[src/rtl/frame_payload_capture_if.sv]
// frame_payload_capture_if: serial-in / parallel-out bundle for frame_payload_capture
//   master: drives data, sync_found; observes payload, payload_valid, busy, frame_cnt, parity_err
//   slave : the capture block
interface frame_payload_capture_if #(
    parameter int DATA_W = 8,
    parameter int CNT_W  = 8
);
    logic              data;
    logic              sync_found;
    logic [DATA_W-1:0] payload;
    logic              payload_valid;
    logic              busy;
    logic [CNT_W-1:0]  frame_cnt;
    logic              parity_err;
    modport master (
        output data, sync_found,
        input  payload, payload_valid, busy, frame_cnt, parity_err
    );
    modport slave (
        input  data, sync_found,
        output payload, payload_valid, busy, frame_cnt, parity_err
    );
endinterface

[src/rtl/frame_payload_capture.sv]
// frame_payload_capture: after a sync pulse, skips SKIP_BITS bits then shifts in a DATA_W-bit payload LSB-first
//   clk, rst_n (async, active-low)
//   bus.data, bus.sync_found in; bus.payload, bus.payload_valid, bus.busy, bus.frame_cnt, bus.parity_err out
//   Define PARITY_CHECK_EN to expect one even-parity bit after the payload.
module frame_payload_capture #(
    parameter int DATA_W    = 8,
    parameter int SKIP_BITS = 0,
    parameter int CNT_W     = 8
) (
    input  logic                    clk,
    input  logic                    rst_n,
    frame_payload_capture_if.slave  bus
);
    typedef enum logic [1:0] {IDLE, SKIP, DATA, PARITY} state_t;
    localparam logic [5:0] SKIP_LAST = 6'(SKIP_BITS > 0 ? SKIP_BITS - 1 : 0);
    localparam logic [5:0] DATA_LAST = 6'(DATA_W - 1);
    state_t            state_q, state_d;
    logic [5:0]        cnt_q, cnt_d;
    logic [DATA_W-1:0] sr_q, sr_d, payload_q, payload_d;
    logic [CNT_W-1:0]  fcnt_q, fcnt_d;
    logic              valid_q, valid_d, perr_q, perr_d, busy_q;
    always_comb begin
        state_d   = state_q;
        cnt_d     = cnt_q;
        sr_d      = sr_q;
        payload_d = payload_q;
        fcnt_d    = fcnt_q;
        valid_d   = 1'b0;
        perr_d    = 1'b0;
        case (state_q)
            IDLE: begin
                cnt_d   = '0;
                state_d = bus.sync_found ? (SKIP_BITS > 0 ? SKIP : DATA) : IDLE;
            end
            SKIP: begin
                cnt_d   = cnt_q == SKIP_LAST ? '0 : cnt_q + 6'd1;
                state_d = cnt_q == SKIP_LAST ? DATA : SKIP;
            end
            DATA: begin
                sr_d  = {bus.data, sr_q[DATA_W-1:1]};
                cnt_d = cnt_q + 6'd1;
                if (cnt_q == DATA_LAST) begin
`ifdef PARITY_CHECK_EN
                    state_d = PARITY;
`else
                    state_d   = IDLE;
                    payload_d = sr_d;
                    valid_d   = 1'b1;
                    fcnt_d    = fcnt_q + 1'b1;
`endif
                end
            end
`ifdef PARITY_CHECK_EN
            PARITY: begin
                state_d   = IDLE;
                perr_d    = ^{sr_q, bus.data};
                valid_d   = ~perr_d;
                payload_d = perr_d ? payload_q : sr_q;
                fcnt_d    = perr_d ? fcnt_q : fcnt_q + 1'b1;
            end
`endif
            default: state_d = IDLE;
        endcase
    end
    always_ff @(posedge clk or negedge rst_n) begin
        if (!rst_n) begin
            state_q   <= IDLE;
            cnt_q     <= '0;
            sr_q      <= '0;
            payload_q <= '0;
            fcnt_q    <= '0;
            valid_q   <= 1'b0;
            perr_q    <= 1'b0;
            busy_q    <= 1'b0;
        end else begin
            state_q   <= state_d;
            cnt_q     <= cnt_d;
            sr_q      <= sr_d;
            payload_q <= payload_d;
            fcnt_q    <= fcnt_d;
            valid_q   <= valid_d;
            perr_q    <= perr_d;
            busy_q    <= state_d != IDLE;
        end
    end
    assign bus.payload       = payload_q;
    assign bus.payload_valid = valid_q;
    assign bus.busy          = busy_q;
    assign bus.frame_cnt     = fcnt_q;
    assign bus.parity_err    = perr_q;
endmodule

[src/flat_wrapper.sv]
// flat-port wrapper written by rule: the top's interface ports become plain ports
module frame_payload_capture_flat 
#(
    parameter int DATA_W    = 8,
    parameter int SKIP_BITS = 0,
    parameter int CNT_W     = 8
)
  (clk, rst_n, bus_data, bus_sync_found, bus_payload, bus_payload_valid, bus_busy, bus_frame_cnt, bus_parity_err);
  frame_payload_capture_if #(.DATA_W(DATA_W), .CNT_W(CNT_W)) bus_i ();
  input  logic clk;
  input  logic rst_n;
  input wire logic [$bits(bus_i.data)-1:0] bus_data;
  input wire logic [$bits(bus_i.sync_found)-1:0] bus_sync_found;
  output wire logic [$bits(bus_i.payload)-1:0] bus_payload;
  output wire logic [$bits(bus_i.payload_valid)-1:0] bus_payload_valid;
  output wire logic [$bits(bus_i.busy)-1:0] bus_busy;
  output wire logic [$bits(bus_i.frame_cnt)-1:0] bus_frame_cnt;
  output wire logic [$bits(bus_i.parity_err)-1:0] bus_parity_err;
  assign bus_i.data = bus_data;
  assign bus_i.sync_found = bus_sync_found;
  assign bus_payload = bus_i.payload;
  assign bus_payload_valid = bus_i.payload_valid;
  assign bus_busy = bus_i.busy;
  assign bus_frame_cnt = bus_i.frame_cnt;
  assign bus_parity_err = bus_i.parity_err;
  frame_payload_capture #(.DATA_W(DATA_W), .SKIP_BITS(SKIP_BITS), .CNT_W(CNT_W)) u_core (.clk(clk), .rst_n(rst_n), .bus(bus_i));
endmodule
[config.mk]
export PLATFORM = sky130hd
export DESIGN_NAME = frame_payload_capture_flat
export DESIGN_NICKNAME = d
export VERILOG_FILES = /design/src/rtl/frame_payload_capture_if.sv /design/src/rtl/frame_payload_capture.sv /design/src/flat_wrapper.sv
export SDC_FILE = /design/constraint.sdc
export NUM_CORES = 1
export LEC_CHECK = 0
export ABC_AREA = 1
export BUFFER_PORTS_ARGS = -buffer_cell sky130_fd_sc_hd__buf_2
export CAP_MARGIN = 20
export CORE_UTILIZATION = 31
export CTS_BUF_LIST = sky130_fd_sc_hd__clkbuf_16
export CTS_CLUSTER_DIAMETER = 80
export CTS_CLUSTER_SIZE = 12
export DETAILED_ROUTE_END_ITERATION = 10
export GPL_TIMING_DRIVEN = 0
export PLACE_DENSITY = 0.48
export SYNTH_ARGS = -nofsm -noshare
export SYNTH_HDL_FRONTEND = slang
export SYNTH_SLANG_ARGS = --single-unit
[constraint.sdc]
create_clock -name clk -period 1.5 [get_ports clk]
set_input_delay 0.3 -clock clk [delete_from_list [all_inputs] [get_ports clk]]
set_output_delay 0.3 -clock clk [all_outputs]
set_load 0.01 [all_outputs]
==> results.yml <==
critical_path:
  rr_worst_depth: 8
  path_class: "flop to flop"
  cpPeakStageDelay_ns: 0.40
  worstPathMaxFanout: 4
  reg2reg_to: "u_core.cnt_q[1]"
  rr_startpoint: "u_core.cnt_q[0]"
  crit_path_start_kind: "flop"
  r2r_slack_ns: 0.11
  end_kind: "flop"
  path_cells: "buf_4 -> inv_1 -> ha_2 -> nand3_1 -> nand2_2 -> nand2_2 -> nand3_1 -> o21ai_0"
  critPathArrivalTime_ns: 1.54
  required_ns: 1.65
  slowest_stage: "dfrtp_1"
clocking:
  clk_path_buf_depth: 2
  cts_num_sinks: 33
  cts_tree: "done"
  root_buffer: "clkbuf_16"
  hold_buffers: 0
  clkLatencyLatePin_ns: 0.27
  clk_pin_slew_ns: 0.05
  htree_levels: 2
  cts_buffers: 5
sta:
  maxSlewViolCount: 0
  hold_violations: 0
  rsz0062_at_grt: "no"
  setup_viol: 0
  fin_tns_setup_ns: 0
  fin_ws_ns: 0.110
  max-slew-margin-rel_pct: 51.6
  tightest_slew_ns: 0.725
  fmax_mhz: 719
  fin_skew_ns: 0.00401
  min_period_ns: 1.39
  timing.final.crit_share_pct: 92.7
synthesis:
  syn_avg_cell_area_sq_um: 8.68
  syn_area_sq_mm: 0.00167
  synth.yosys.seq_area_share_pct: 49.5
  ys_ff_latch: 33
  synth_cell_types: 25
  synth_nets: 203
  synth_cells: 192
  yosys_warnings: 0
grt:
  grt_usage_pct: 12.5
  grt_pass1_wl_mm: 5.29
  grt-ovfl-total: 0
  grt_pass1_vias: 1218
  antenna_found_initial: 0
  grt_max_degree: 34
cells_and_area:
  final_cells: 298
  stdcell_area_sq_mm: 0.00209
  drive_above_1_share_pct: 26.8
  n_antenna_cell: 0
  area_growth_pct: 25.4
  fillers: 546
  final_nets: 238
routing:
  avgViaCountPerCell: 4.35
  postRouteAntennaNets: 0
  drt_iter0_markers: 85
  routed_wl_mm: 3.05
  num_vias: 1296
  first_pass_iters: 4
  drcViolationCount: 0
  wl_per_cell_microns: 10.2
pwr:
  switching_power_uw: 780
  p_leak_uw: 0.00108
  clockPowerShare_pct: 39.6
  p_sw_share_pct: 27.7
  vdd_drop_max_mv: 0.622
  intPower_uw: 2040
  power.density_mw_per_mm2: 1350
  seqPwrFrac_pct: 38.4
  pwr-share-comb_pct: 22.0
floorplan:
  core_area_sq_mm: 0.00514
  start_util_pct: 32.4
  fp.dieArea_sq_mm: 0.00567
  die_x_microns: 75.3
  io_pins: 23
  rows: 26
  die_height_microns: 75.3
min_path:
  hp-class: "input port to asynchronous set/reset pin"
place:
  post-dp-hpwl_mm: 2.21
  dp_cells: 283
  gp_congestion: 0.776
  placed_area_sq_mm: 0.00186
  dp_slack_ns: -0.0986
  io_buffers: 21
run:
  maxCapViolations: 0
outcome:
  status: "finished, final reports clean"
## cell usage in the layout, fill, tap and decap left out, drive strengths merged
| cell type | synthesis | routed |
|---|---|---|
| o21ai | 21 | 21 |
| nand2 | 56 | 56 |
| clkinv | 1 | 1 |
| a21oi | 2 | 2 |
| nor2 | 9 | 9 |
| bufinv | 0 | 1 |
| conb | 1 | 1 |
| nor3 | 1 | 1 |
| nand3 | 19 | 19 |
| buf | 4 | 33 |
| inv | 28 | 30 |
| xor2 | 5 | 5 |
| ha | 7 | 7 |
| nand4 | 4 | 4 |
| dfrtp | 33 | 33 |
| clkbuf | 1 | 5 |
## power groups by stage
| stage | sequential, uW | clock (uW) | combinational, uW |
|---|---|---|---|
| 6_report | 1080 | 1120 | 621 |
| 5_1_grt | 1100 | 1200 | 707 |
| 4_1_cts | 1080 | 1150 | 546 |
| 3_5_place_dp | 1100 | 0 | 488 |
| 3_3_place_gp | 1100 | 0 | 485 |
| 2_1_floorplan | 1100 | 0 | 351 |
## metrics by stage
stage	total power, uW	hold slack, ns	util, %
after global routing	3000	0.161	40.7
after CTS	2780	0.122	39.7
final	2820	0.0862	40.7
after detailed placement	1590	0.412	36.2
after global placement	1590	0.415	36.2
after floorplan	1450	0.00441	-
## metal layers
layer | vias up | global-route usage, % | part of all wire, % | wire, microns
met5 | - | 0 | 0 | 0
met4 | 0 | 4.94 | 1.2 | 36
met3 | 5 | 3.57 | 3.9 | 119
met2 | 22 | 19.9 | 45 | 1380
met1 | 593 | 16.1 | 50 | 1510
li1 | 676 | - | - | -
## cell usage after synthesis (all sizes together)
library cell / count / area (sq um)
nand2: 56 / 215
dfrtp: 33 / 826
inv: 28 / 108
o21ai: 21 / 131
nand3: 19 / 108
nor2: 9 / 52.6
ha: 7 / 87.6
xor2: 5 / 51.3
buf: 4 / 35.0
nand4: 4 / 25.0
a21oi: 2 / 10.0
clkbuf: 1 / 3.75
clkinv: 1 / 5.00
conb: 1 / 3.75
nor3: 1 / 5.00
## kinds of logic (layout without fill, tap and decap cells)
| group | after synthesis | after routing | share of synthesized area [%] |
|---|---|---|---|
| AO/OA/AOI/OAI | 23 | 23 | 8.48 |
| XOR/XNOR | 5 | 5 | 3.08 |
| adder cells (fa/ha/maj) | 7 | 7 | 5.26 |
| buffers and inverters | 34 | 70 | 9.08 |
| flip-flops | 33 | 33 | 49.5 |
| other | 1 | 1 | 0.225 |
| AND/OR/NAND/NOR | 89 | 89 | 24.3 |
## worst max-delay path: cells and delay by family, from the launching register on
family | cells | cell delay (ns)
buf+inv | 2 | 0.24
compound gates | 1 | 0.08
simple gates | 4 | 0.36
flops | 1 | 0.40
fa+ha+maj | 1 | 0.19
## repair_timing
action | in CTS | in global routing
setup endpoints to repair | 17 | 22
endpoints found under the hold margin | 0 | 0
setup buffers | 2 | 6
resized for setup | 2 | 11
pin swaps | 1 | 1
## worst max path at each step
stage	start	to	slack (ns)	cells after the start
finish	u_core.cnt_q[0]	u_core.cnt_q[1]	0.11	8
global route	u_core.cnt_q[0]	u_core.cnt_q[4]	0.01	8
CTS	u_core.cnt_q[1]	u_core.bus.payload[6]	0.02	9
detailed placement	u_core.state_q[0]	u_core.bus.payload[6]	-0.1	9
global placement	u_core.state_q[0]	u_core.bus.payload[6]	-0.09	9
floorplan	u_core.state_q[0]	u_core.bus.payload[6]	0.08	9
## sequential cells by signal, summed over array words and instances (netlist names)
name and cells:
u_core.cnt_q 6, u_core.bus.payload_valid 1, u_core.bus.frame_cnt 8, u_core.bus.busy 1
u_core.sr_q 7, u_core.bus.payload 8, u_core.state_q 2
## layout make-up
cell class              count  area (sq um)  area share [%]
plain buffers               4          35.0            1.68
clock buffers               5           125            5.99
clock inverters             3          37.5            1.80
inverters                  29           114            5.45
multi-input cells         125           699            33.5
flip-flops and latches     33           826            39.5
well taps                  70          87.6            4.19
repair buffers             29           165            7.90
(Power assumes the default switching activity.)
